==> src/rtl/rr_mux_arb.sv <==
// Registered N-channel mux with fixed-select or round-robin arbitration and a one-entry valid/ready output stage.
// Optional macro RR_MUX_ERR_CNT_EN adds an 8-bit saturating out-of-range-select counter (err_cnt).
module rr_mux_arb #(
  parameter int N = 3,
  parameter int W = 2,
  localparam int SW = $clog2(N)
) (
  input  logic            clk,
  input  logic            rst,
  input  logic            mode,
  input  logic [SW-1:0]   s,
  input  logic [N*W-1:0]  a,
  input  logic [N-1:0]    a_valid,
  output logic [N-1:0]    a_ready,
  output logic [W-1:0]    y,
  output logic [SW-1:0]   y_chan,
  output logic            y_valid,
`ifdef RR_MUX_ERR_CNT_EN
  input  logic            y_ready,
  output logic [7:0]      err_cnt
`else
  input  logic            y_ready
`endif
);

  localparam logic [SW:0] N_LIM = (SW+1)'(N);

  logic [W-1:0]  chan_data [N];
  logic [W-1:0]  y_reg;
  logic [SW-1:0] y_chan_reg;
  logic          y_valid_reg;
  logic [SW-1:0] ptr_reg;

  logic          s_in_range;
  logic          can_load;
  logic          grant_valid;
  logic [SW-1:0] grant_idx;
  logic          xfer;
  logic          rr_found;
  logic [SW-1:0] rr_idx;
  logic [SW:0]   cand;

  generate
    for (genvar gi = 0; gi < N; gi++) begin : g_chan
      assign chan_data[gi] = a[gi*W +: W];
    end
  endgenerate

  // Search ptr+1 .. ptr+N with wrap; ptr itself is the last candidate.
  always_comb begin
    rr_found = 1'b0;
    rr_idx   = '0;
    cand     = '0;
    for (int i = 1; i <= N; i++) begin
      cand = {1'b0, ptr_reg} + (SW+1)'(i);
      if (cand >= N_LIM) cand = cand - N_LIM;
      if (!rr_found && a_valid[cand[SW-1:0]]) begin
        rr_found = 1'b1;
        rr_idx   = cand[SW-1:0];
      end
    end
  end

  assign s_in_range = ({1'b0, s} < N_LIM);

  always_comb begin
    grant_valid = 1'b0;
    grant_idx   = '0;
    if (mode) begin
      grant_valid = rr_found;
      grant_idx   = rr_idx;
    end else begin
      grant_valid = s_in_range && a_valid[s];
      grant_idx   = s;
    end
  end

  assign can_load = !y_valid_reg || y_ready;
  assign xfer     = !rst && can_load && grant_valid;

  always_comb begin
    a_ready = '0;
    if (xfer) a_ready[grant_idx] = 1'b1;
  end

  always_ff @(posedge clk or posedge rst) begin
    if (rst) begin
      y_reg       <= '0;
      y_chan_reg  <= '0;
      y_valid_reg <= 1'b0;
      ptr_reg     <= SW'(N-1);
    end else if (xfer) begin
      y_reg       <= chan_data[grant_idx];
      y_chan_reg  <= grant_idx;
      y_valid_reg <= 1'b1;
      ptr_reg     <= grant_idx;
    end else if (y_ready) begin
      y_valid_reg <= 1'b0;
    end
  end

  assign y       = y_reg;
  assign y_chan  = y_chan_reg;
  assign y_valid = y_valid_reg;

`ifdef RR_MUX_ERR_CNT_EN
  logic [7:0] err_cnt_reg;

  always_ff @(posedge clk or posedge rst) begin
    if (rst) begin
      err_cnt_reg <= '0;
    end else if (!mode && !s_in_range && (|a_valid) && (err_cnt_reg != 8'hFF)) begin
      err_cnt_reg <= err_cnt_reg + 8'd1;
    end
  end

  assign err_cnt = err_cnt_reg;
`endif

endmodule

==> config.mk <==
export PLATFORM = sky130hd
export DESIGN_NAME = rr_mux_arb
export DESIGN_NICKNAME = d
export VERILOG_FILES = /design/src/rtl/rr_mux_arb.sv
export SDC_FILE = /design/constraint.sdc
export NUM_CORES = 1
export LEC_CHECK = 0
export CAP_MARGIN = 30
export CORE_ASPECT_RATIO = 0.6
export CORE_UTILIZATION = 35
export CTS_CLUSTER_DIAMETER = 80
export DETAILED_ROUTE_END_ITERATION = 8
export PLACE_DENSITY = 0.64
export SLEW_MARGIN = 20
export SYNTH_ARGS = -nofsm -noshare
export SYNTH_HDL_FRONTEND = slang
export SYNTH_SLANG_ARGS = --single-unit
export TNS_END_PERCENT = 10
==> constraint.sdc <==
create_clock -name clk -period 2.45 [get_ports clk]
set_input_delay 0.245 -clock clk [delete_from_list [all_inputs] [get_ports clk]]
set_output_delay 0.245 -clock clk [all_outputs]
set_load 0.1 [all_outputs]
==> reports/qor.csv, run 1 <==
stage;metric;value;unit
sta;rsz0062_at_grt;yes;
power;p_leak;0.586;nW
placed_design;dpl_cell_area;1220;um2
sta;tightest_slew;0.460;ns
sta;setup_tns;-0.604;ns
detailed_routing;drcViolationCount;0;
run;maxCapViolations;0;
worst_setup_path;cp_data_arrival_time;2.45;ns
synthesis;syn_nets;116;
outcome;violations;setup timing;
clocking;cts.sinks;6;
final_layout;finalNonFillerCells;172;
power;power_switching;1.03;mW
detailed_routing;vias;929;
worst_setup_path;critPathMaxStageDelay;0.55;ns
sta;slew_violations;0;
clocking;clock_latency;0.24;ns
global_route;grt_pass1_vias;927;
global_route;overflow;0;
die;rows;12;
detailed_routing;routedWlPerCell;15.0;um
global_route;grt_usage;23.4;%
clocking;cts_tree;yes;
placed_design;place.gp.congestion;0.891;
placed_design;pre_cts_slack;-0.127;ns
power;p_comb_share;82.1;%
power;p_int;984;uW
die;core;1980;um2
power;switching_share;51.1;%
placed_design;io_buffers;22;
sta;finalCritPeriodShare;110;%
worst_setup_path;cp.required;2.20;ns
final_layout;drive_above_1_share;40.3;%
sta;hold_viol;0;
die;ios;23;
detailed_routing;ant_nets;0;
global_route;antenna_found_initial;0;
synthesis;ys_ff_latch;6;
global_route;grt_max_degree;10;
placed_design;hpwlAfterDp;1.96;mm
clocking;cts_buffer_depth;2;
clocking;clockRootBuffer;clkbuf_8;
sta;skew;0.0117;ns
clocking;postCtsHoldBufs;0;
hold_path;min_path_type;input port to async pin;
worst_setup_path;worstPathMaxFanout;6;
sta;final-setup-viol-count;3;
power;fin_total_pwr;2.01;mW
synthesis;syn_area_per_cell;8.11;um2
sta;setup_ws;-0.247;ns
synthesis;syn_area;787;um2
sta;max_freq;0.371;GHz
sta;period_needed;2.70;ns
worst_setup_path;cp-end-kind;output port;
die;die_h;38.7;um
final_layout;fillers;162;
outcome;status;finished, violations left;
final_layout;area_growth;73.9;%
clocking;cts.clk_slew.worst_paths;0.04;ns
worst_setup_path;r2r_setup_slack;0.04;ns
power;p_clk_share;8.3;%
worst_setup_path;path_cells;inv_2 -> ha_4 -> buf_4 -> mux2i_4 -> a2111oi_4 -> or3_4 -> nor3_4 -> buf_12;
clocking;cts_buffers;3;
worst_setup_path;crit_slowest_cell;dfstp_2;
placed_design;placed_cells;164;
power;power_per_cell_area;1470;nW/um2
detailed_routing;drt_first_pass_iters;4;
clocking;htree_levels;1;
synthesis;synth_cell_type_count;41;
die;initial_utilization;39.7;%
final_layout;antenna_cells;0;
synthesis;yosys_warnings;0;
detailed_routing;drt_iter0_drc;42;
power;vdd_drop_max;1.15;mV
final_layout;nets;164;
die;die_w;63.2;um
detailed_routing;via_per_inst;5.40;
synthesis;synth.yosys.seq_area_share;19.2;%
synthesis;synthesis.instances;97;
sta;slew_headroom;69.1;%
power;p_seq_share;9.6;%
worst_setup_path;cp-start-kind;register;
worst_setup_path;path_class;register to output port;
final_layout;finalInstanceArea;1370;um2
global_route;grt_pass1_wl;4.21;mm
detailed_routing;finalWirelength;2.58;mm
die;die-area;2450;um2
[power groups by stage]
stage / combinational, mW / clock, mW / sequential (mW)
2_1_floorplan: 0.753 / 0 / 0.397
3_3_place_gp: 1.40 / 0 / 0.188
3_5_place_dp: 1.41 / 0 / 0.191
4_1_cts: 1.53 / 0.169 / 0.191
5_1_grt: 1.75 / 0.175 / 0.198
6_report: 1.65 / 0.166 / 0.194
[cell usage after synthesis]
cell       count  area (um2)
buf_6          1        11.3
and2_1         3        18.8
o21a_1         4        30.0
a211oi_1       5        37.5
or3_1          1        6.26
mux2i_1        5        50.1
a2111oi_2      1        15.0
nand3_1        2        10.0
o31ai_1        1        7.51
nand2b_1       3        18.8
a21boi_0       1        7.51
o211ai_2       2        25.0
or3b_4         1        11.3
o31a_1         1        8.76
nand2_1        8        30.0
nor4b_1        2        17.5
clkbuf_1       1        3.75
or3b_1         1        8.76
o21ai_0        5        25.0
a32oi_1        2        17.5
o211ai_1       2        15.0
a21o_1         2        15.0
buf_2          2        10.0
dfrtp_1        5         125
nand2_2        1        6.26
o22ai_1        1        6.26
nand4_1        3        18.8
nor2_1         6        22.5
nor2b_1        1        6.26
dfstp_2        1        26.3
ha_1           4        50.1
buf_4          2        15.0
and3_1         2        12.5
a21oi_1        3        15.0
nor3_2         1        10.0
o32a_1         1        10.0
nor3b_1        1        7.51
o21bai_1       1        7.51
inv_1          6        22.5
a2111o_1       1        11.3
mux2i_2        1        13.8
[cell families (layout without fill, tap and decap cells)]
kind of cell             after synthesis  in the layout  share of synthesized area [%]
buffers and inverters                 12             59                           7.95
AND/OR/NAND/NOR                       36             36                           26.1
AO/OA/AOI/OAI                         33             33                           32.3
multiplexers                           6              6                           8.11
adder cells (fa/ha/maj)                4              4                           6.36
flip-flops                             6              6                           19.2
[worst max-delay path: cells and delay by family (launching register included)]
family | cells | cell delay [ns]
AND/OR/NAND/NOR | 2 | 0.62
flip-flops | 1 | 0.55
buffers and inverters | 3 | 0.39
adder cells (fa/ha/maj) | 1 | 0.30
multiplexers | 1 | 0.27
AO/OA/AOI/OAI | 1 | 0.08
[per-layer routing]
layer / routed length [um] / share of wire [%] / GRT usage, % / up-vias
li1: - / - / - / 457
met1: 1250 / 48 / 28.8 / 440
met2: 1160 / 45 / 42.5 / 30
met3: 160 / 6.2 / 6.18 / 2
met4: 8 / 0.31 / 4.55 / 0
met5: 0 / 0 / 0 / -
[what timing repair did]
action | 4_1_cts | 5_1_grt
setup buffers | 3 | 1
hold endpoints to repair | 0 | 0
pin swaps | 6 | 5
gates resized for setup | 8 | 6
setup endpoints to repair | 3 | 6
[final timing paths]
kind                            cells past startpoint              startpoint                endpoint
worst max-delay path                                8  ptr_reg[1]$_DFFE_PP1P_              a_ready[1]
worst min-delay path                                2                     rst     y_valid$_DFFE_PP0P_
worst max register to register                     10  ptr_reg[1]$_DFFE_PP1P_        y[1]$_DFFE_PP0P_
worst min register to register                      1   y_chan[1]$_DFFE_PP0P_   y_chan[1]$_DFFE_PP0P_
max in group asynchronous                           2                     rst  ptr_reg[1]$_DFFE_PP1P_
min in group clk                                    1   y_chan[1]$_DFFE_PP0P_   y_chan[1]$_DFFE_PP0P_
[final cells by class]
class | count | area, um2 | area share, %
Inverter | 6 | 22.5 | 1.65
Timing Repair Buffer | 49 | 444 | 32.4
Tap cell | 28 | 35.0 | 2.56
Sequential cell | 6 | 153 | 11.2
Multi-Input combinational cell | 79 | 669 | 48.9
Clock buffer | 4 | 45.0 | 3.29
[per-stage QoR]
step | util, % | hold WS [ns]
floorplan | - | 0.0352
global placement | 61.7 | 0.479
detailed placement | 61.7 | 0.483
CTS | 66.7 | 0.264
global route | 69.1 | 0.293
finish | 69.1 | 0.266
[cell usage in the layout (no fill, tap or decap), drive strengths merged, types with 3 or more instances in the layout]
master          n
inv             6
and2            3
buf            35
clkbuf          4
nor2            6
o211ai          4
a211oi          5
o21ai           5
nand2b          3
ha              4
clkdlybuf4s50  14
nand4           3
dfrtp           5
nand2           9
mux2i           6
a21oi           3
o21a            4
No activity file was read; power rests on OpenSTA's default activity.
==> run 2: changes to the inputs <==
==> constraint.sdc (replaced) <==
create_clock -name clk -period 2.45 [get_ports clk]
set_input_delay 0.3675 -clock clk [delete_from_list [all_inputs] [get_ports clk]]
set_output_delay 0.3675 -clock clk [all_outputs]
set_load 0.1 [all_outputs]
==> run 2 against run 1 <==
Effect of this change: the flow still finishes with violations (setup timing); final cell count is 5.8% higher; via count grew 3.1%; fmax is 3.6% lower; clock power up 3%; largest cell class unchanged.
==> reports/qor.csv, run 2 (same netlist as run 1, synthesis figures left out) <==
stage;metric;value;unit;change
clocking;cts.sinks;6;;unchanged
power;switching_share;50.9;%;was 51.1%
power;p_comb_share;82.0;%;was 82.1%
final_layout;fin_util;71.5;%;was 69.1%
global_route;grt_max_degree;10;;unchanged
final_layout;final_common_cell;buf_4;;unchanged
worst_setup_path;crit_slowest_cell;dfstp_2;;unchanged
sta;slew_violations;0;;unchanged
worst_setup_path;cp-end-kind;output port;;unchanged
sta;final-setup-viol-count;3;;unchanged
final_layout;nets;174;;was 164
clocking;clockRootBuffer;clkbuf_8;;unchanged
detailed_routing;routedWlPerCell;14.2;um;was 15.0 um
final_layout;drive_above_1_share;42.9;%;was 40.3%
worst_setup_path;r2r-end;ptr_reg[1]$_DFFE_PP1P_;;was y[1]$_DFFE_PP0P_
worst_setup_path;path_class;register to output port;;unchanged
worst_setup_path;r2r_setup_slack;0.10;ns;was 0.04 ns
clocking;cts_buffer_depth;2;;unchanged
power;power_switching;1000;uW;was 1.03 mW
sta;slew_headroom;75.3;%;was 69.1%
worst_setup_path;cp_data_arrival_time;2.43;ns;was 2.45 ns
power;p_clk_share;8.7;%;was 8.3%
die;die_h;38.7;um;unchanged
die;ios;23;;unchanged
placed_design;io_buffers;22;;unchanged
worst_setup_path;worstRegToRegCells;10;;unchanged
outcome;violations;setup timing;;unchanged
sta;skew;0.0144;ns;was 0.0117 ns
clocking;clock_latency;0.24;ns;about the same
die;die-area;2450;um2;unchanged
die;core;1980;um2;unchanged
detailed_routing;ant_nets;0;;unchanged
clocking;cts_buffers;3;;unchanged
sta;period_needed;2.80;ns;was 2.70 ns
detailed_routing;finalWirelength;2.59;mm;was 2.58 mm
placed_design;pre_cts_slack;-0.260;ns;was -0.127 ns
global_route;grt_pass1_vias;943;;was 927
sta;max_freq;0.357;GHz;was 0.371 GHz
die;die_w;63.2;um;unchanged
global_route;overflow;0;;unchanged
detailed_routing;drcViolationCount;0;;unchanged
final_layout;final_cell_mix;buf_4 (42), clkdlybuf4s50_1 (14), nand2_1 (7);;was buf_4 (31), clkdlybuf4s50_1 (14), nand2_1 (8)
sta;finalCritPeriodShare;114;%;was 110%
detailed_routing;drt_iter0_drc;57;;was 42
worst_setup_path;worstReg2RegStart;ptr_reg[1]$_DFFE_PP1P_;;unchanged
power;power_per_cell_area;1390;nW/um2;was 1470 nW/um2
outcome;status;finished, violations left;;unchanged
global_route;grt_pass1_wl;4.31;mm;was 4.21 mm
worst_setup_path;critPathTopFamily;flip-flops;;was simple AND/OR/NAND/NOR gates
detailed_routing;via_per_inst;5.26;;was 5.40
hold_path;min_path_type;input port to async pin;;unchanged
final_layout;antenna_cells;0;;unchanged
worst_setup_path;path_cells;inv_2 -> ha_1 -> buf_4 -> mux2i_2 -> nand2_2 -> a2111oi_4 -> or3_4 -> nor3_4 -> buf_12;;was inv_2 -> ha_4 -> buf_4 -> mux2i_4 -> a2111oi_4 -> or3_4 -> nor3_4 -> buf_12
worst_setup_path;critPathMaxStageDelay;0.53;ns;was 0.55 ns
die;rows;12;;unchanged
run;maxCapViolations;0;;unchanged
sta;tightest_slew;0.366;ns;was 0.460 ns
clocking;cts.clk_slew.worst_paths;0.05;ns;was 0.04 ns
global_route;antenna_found_initial;0;;unchanged
clocking;cts_tree;yes;;unchanged
worst_setup_path;worstPathMaxFanout;5;;was 6
clocking;htree_levels;1;;unchanged
sta;rsz0062_at_grt;yes;;unchanged
sta;setup_ws;-0.347;ns;was -0.247 ns
final_layout;area_growth;80.1;%;was 73.9%
power;vdd_drop_max;0.835;mV;was 1.15 mV
worst_setup_path;cp.required;2.08;ns;was 2.20 ns
placed_design;hpwlAfterDp;2.11;mm;was 1.96 mm
power;p_leak;0.631;nW;was 0.586 nW
power;p_seq_share;9.3;%;was 9.6%
sta;hold_viol;0;;unchanged
final_layout;fillers;152;;was 162
power;p_int;964;uW;was 984 uW
worst_setup_path;cp-start-kind;register;;unchanged
placed_design;place.gp.congestion;0.821;;was 0.891
die;initial_utilization;39.7;%;unchanged
detailed_routing;vias;958;;was 929
global_route;grt_usage;23.7;%;was 23.4%
detailed_routing;drt_first_pass_iters;4;;unchanged
worst_setup_path;crit_buf_inv;3;;unchanged
==> run 2: area by class of cell <==
type / count / area, um2 / area share [%]
Inverter: 6 / 22.5 / 1.59
Tap cell: 28 / 35.0 / 2.47
Multi-Input combinational cell: 79 / 648 / 45.7
Sequential cell: 6 / 151 / 10.7
Clock buffer: 4 / 45.0 / 3.18
Timing Repair Buffer: 59 / 515 / 36.4
==> run 2: metal layers <==
layer / share of wire (%) / up-vias / track usage [%]
met4: 1.9 / 0 / 9.09
li1: - / 481 / -
met3: 3.9 / 7 / 3.53
met2: 42 / 25 / 39.2
met1: 52 / 445 / 31.9
met5: 0 / - / 0
==> run 2: metrics by stage <==
| stage | cells | cell area, um2 | hold WS (ns) | TNS [ns] | power [mW] |
|---|---|---|---|---|---|
| 2_1_floorplan | 97 | 822 | 0.158 | -1.26 | 1.15 |
| 3_3_place_gp | 176 | 1310 | 0.477 | -0.572 | 1.66 |
| 3_5_place_dp | 176 | 1310 | 0.482 | -0.626 | 1.68 |
| 4_1_cts | 182 | 1410 | 0.394 | -0.956 | 1.94 |
| 5_1_grt | 182 | 1420 | 0.408 | -1.29 | 2.08 |
| 6_report | 182 | 1420 | 0.395 | -1.03 | 1.96 |
==> run 2: power groups by stage <==
stage,Combinational [mW],Sequential [mW],Clock [mW]
after floorplan,0.753,0.397,0
after global placement,1.48,0.181,0
after detailed placement,1.50,0.185,0
after CTS,1.58,0.185,0.176
after global routing,1.71,0.190,0.180
final,1.61,0.184,0.171
==> run 2: worst max-delay path by stage <==
stage	start	endpoint	slack (ns)	cells past startpoint
6_report	ptr_reg[1]$_DFFE_PP1P_	a_ready[1]	-0.35	9
4_1_cts	ptr_reg[1]$_DFFE_PP1P_	a_ready[1]	-0.33	8
3_5_place_dp	a_valid[1]	a_ready[1]	-0.26	7
5_1_grt	ptr_reg[1]$_DFFE_PP1P_	a_ready[1]	-0.44	9
2_1_floorplan	ptr_reg[1]$_DFFE_PP1P_	a_ready[1]	-0.65	9
3_3_place_gp	ptr_reg[1]$_DFFE_PP1P_	a_ready[0]	-0.21	9
==> run 2: timing repair <==
item	4_1_cts	5_1_grt
setup buffers	2	0
pin swaps	2	1
gates cloned	0	0
hold buffers	0	0
resized for setup	7	2
endpoints found under the setup margin	4	3
==> run 3: changes to the inputs <==
--- a/config.mk
+++ b/config.mk
@@ -9,6 +9,7 @@
 export CORE_ASPECT_RATIO = 0.6
 export CORE_UTILIZATION = 35
 export CTS_CLUSTER_DIAMETER = 80
+export CTS_CLUSTER_SIZE = 16
 export DETAILED_ROUTE_END_ITERATION = 8
 export PLACE_DENSITY = 0.64
 export SLEW_MARGIN = 20
==> results of run 3 <==
No change in the layout: final DEF, timing and power equal those of run 2.
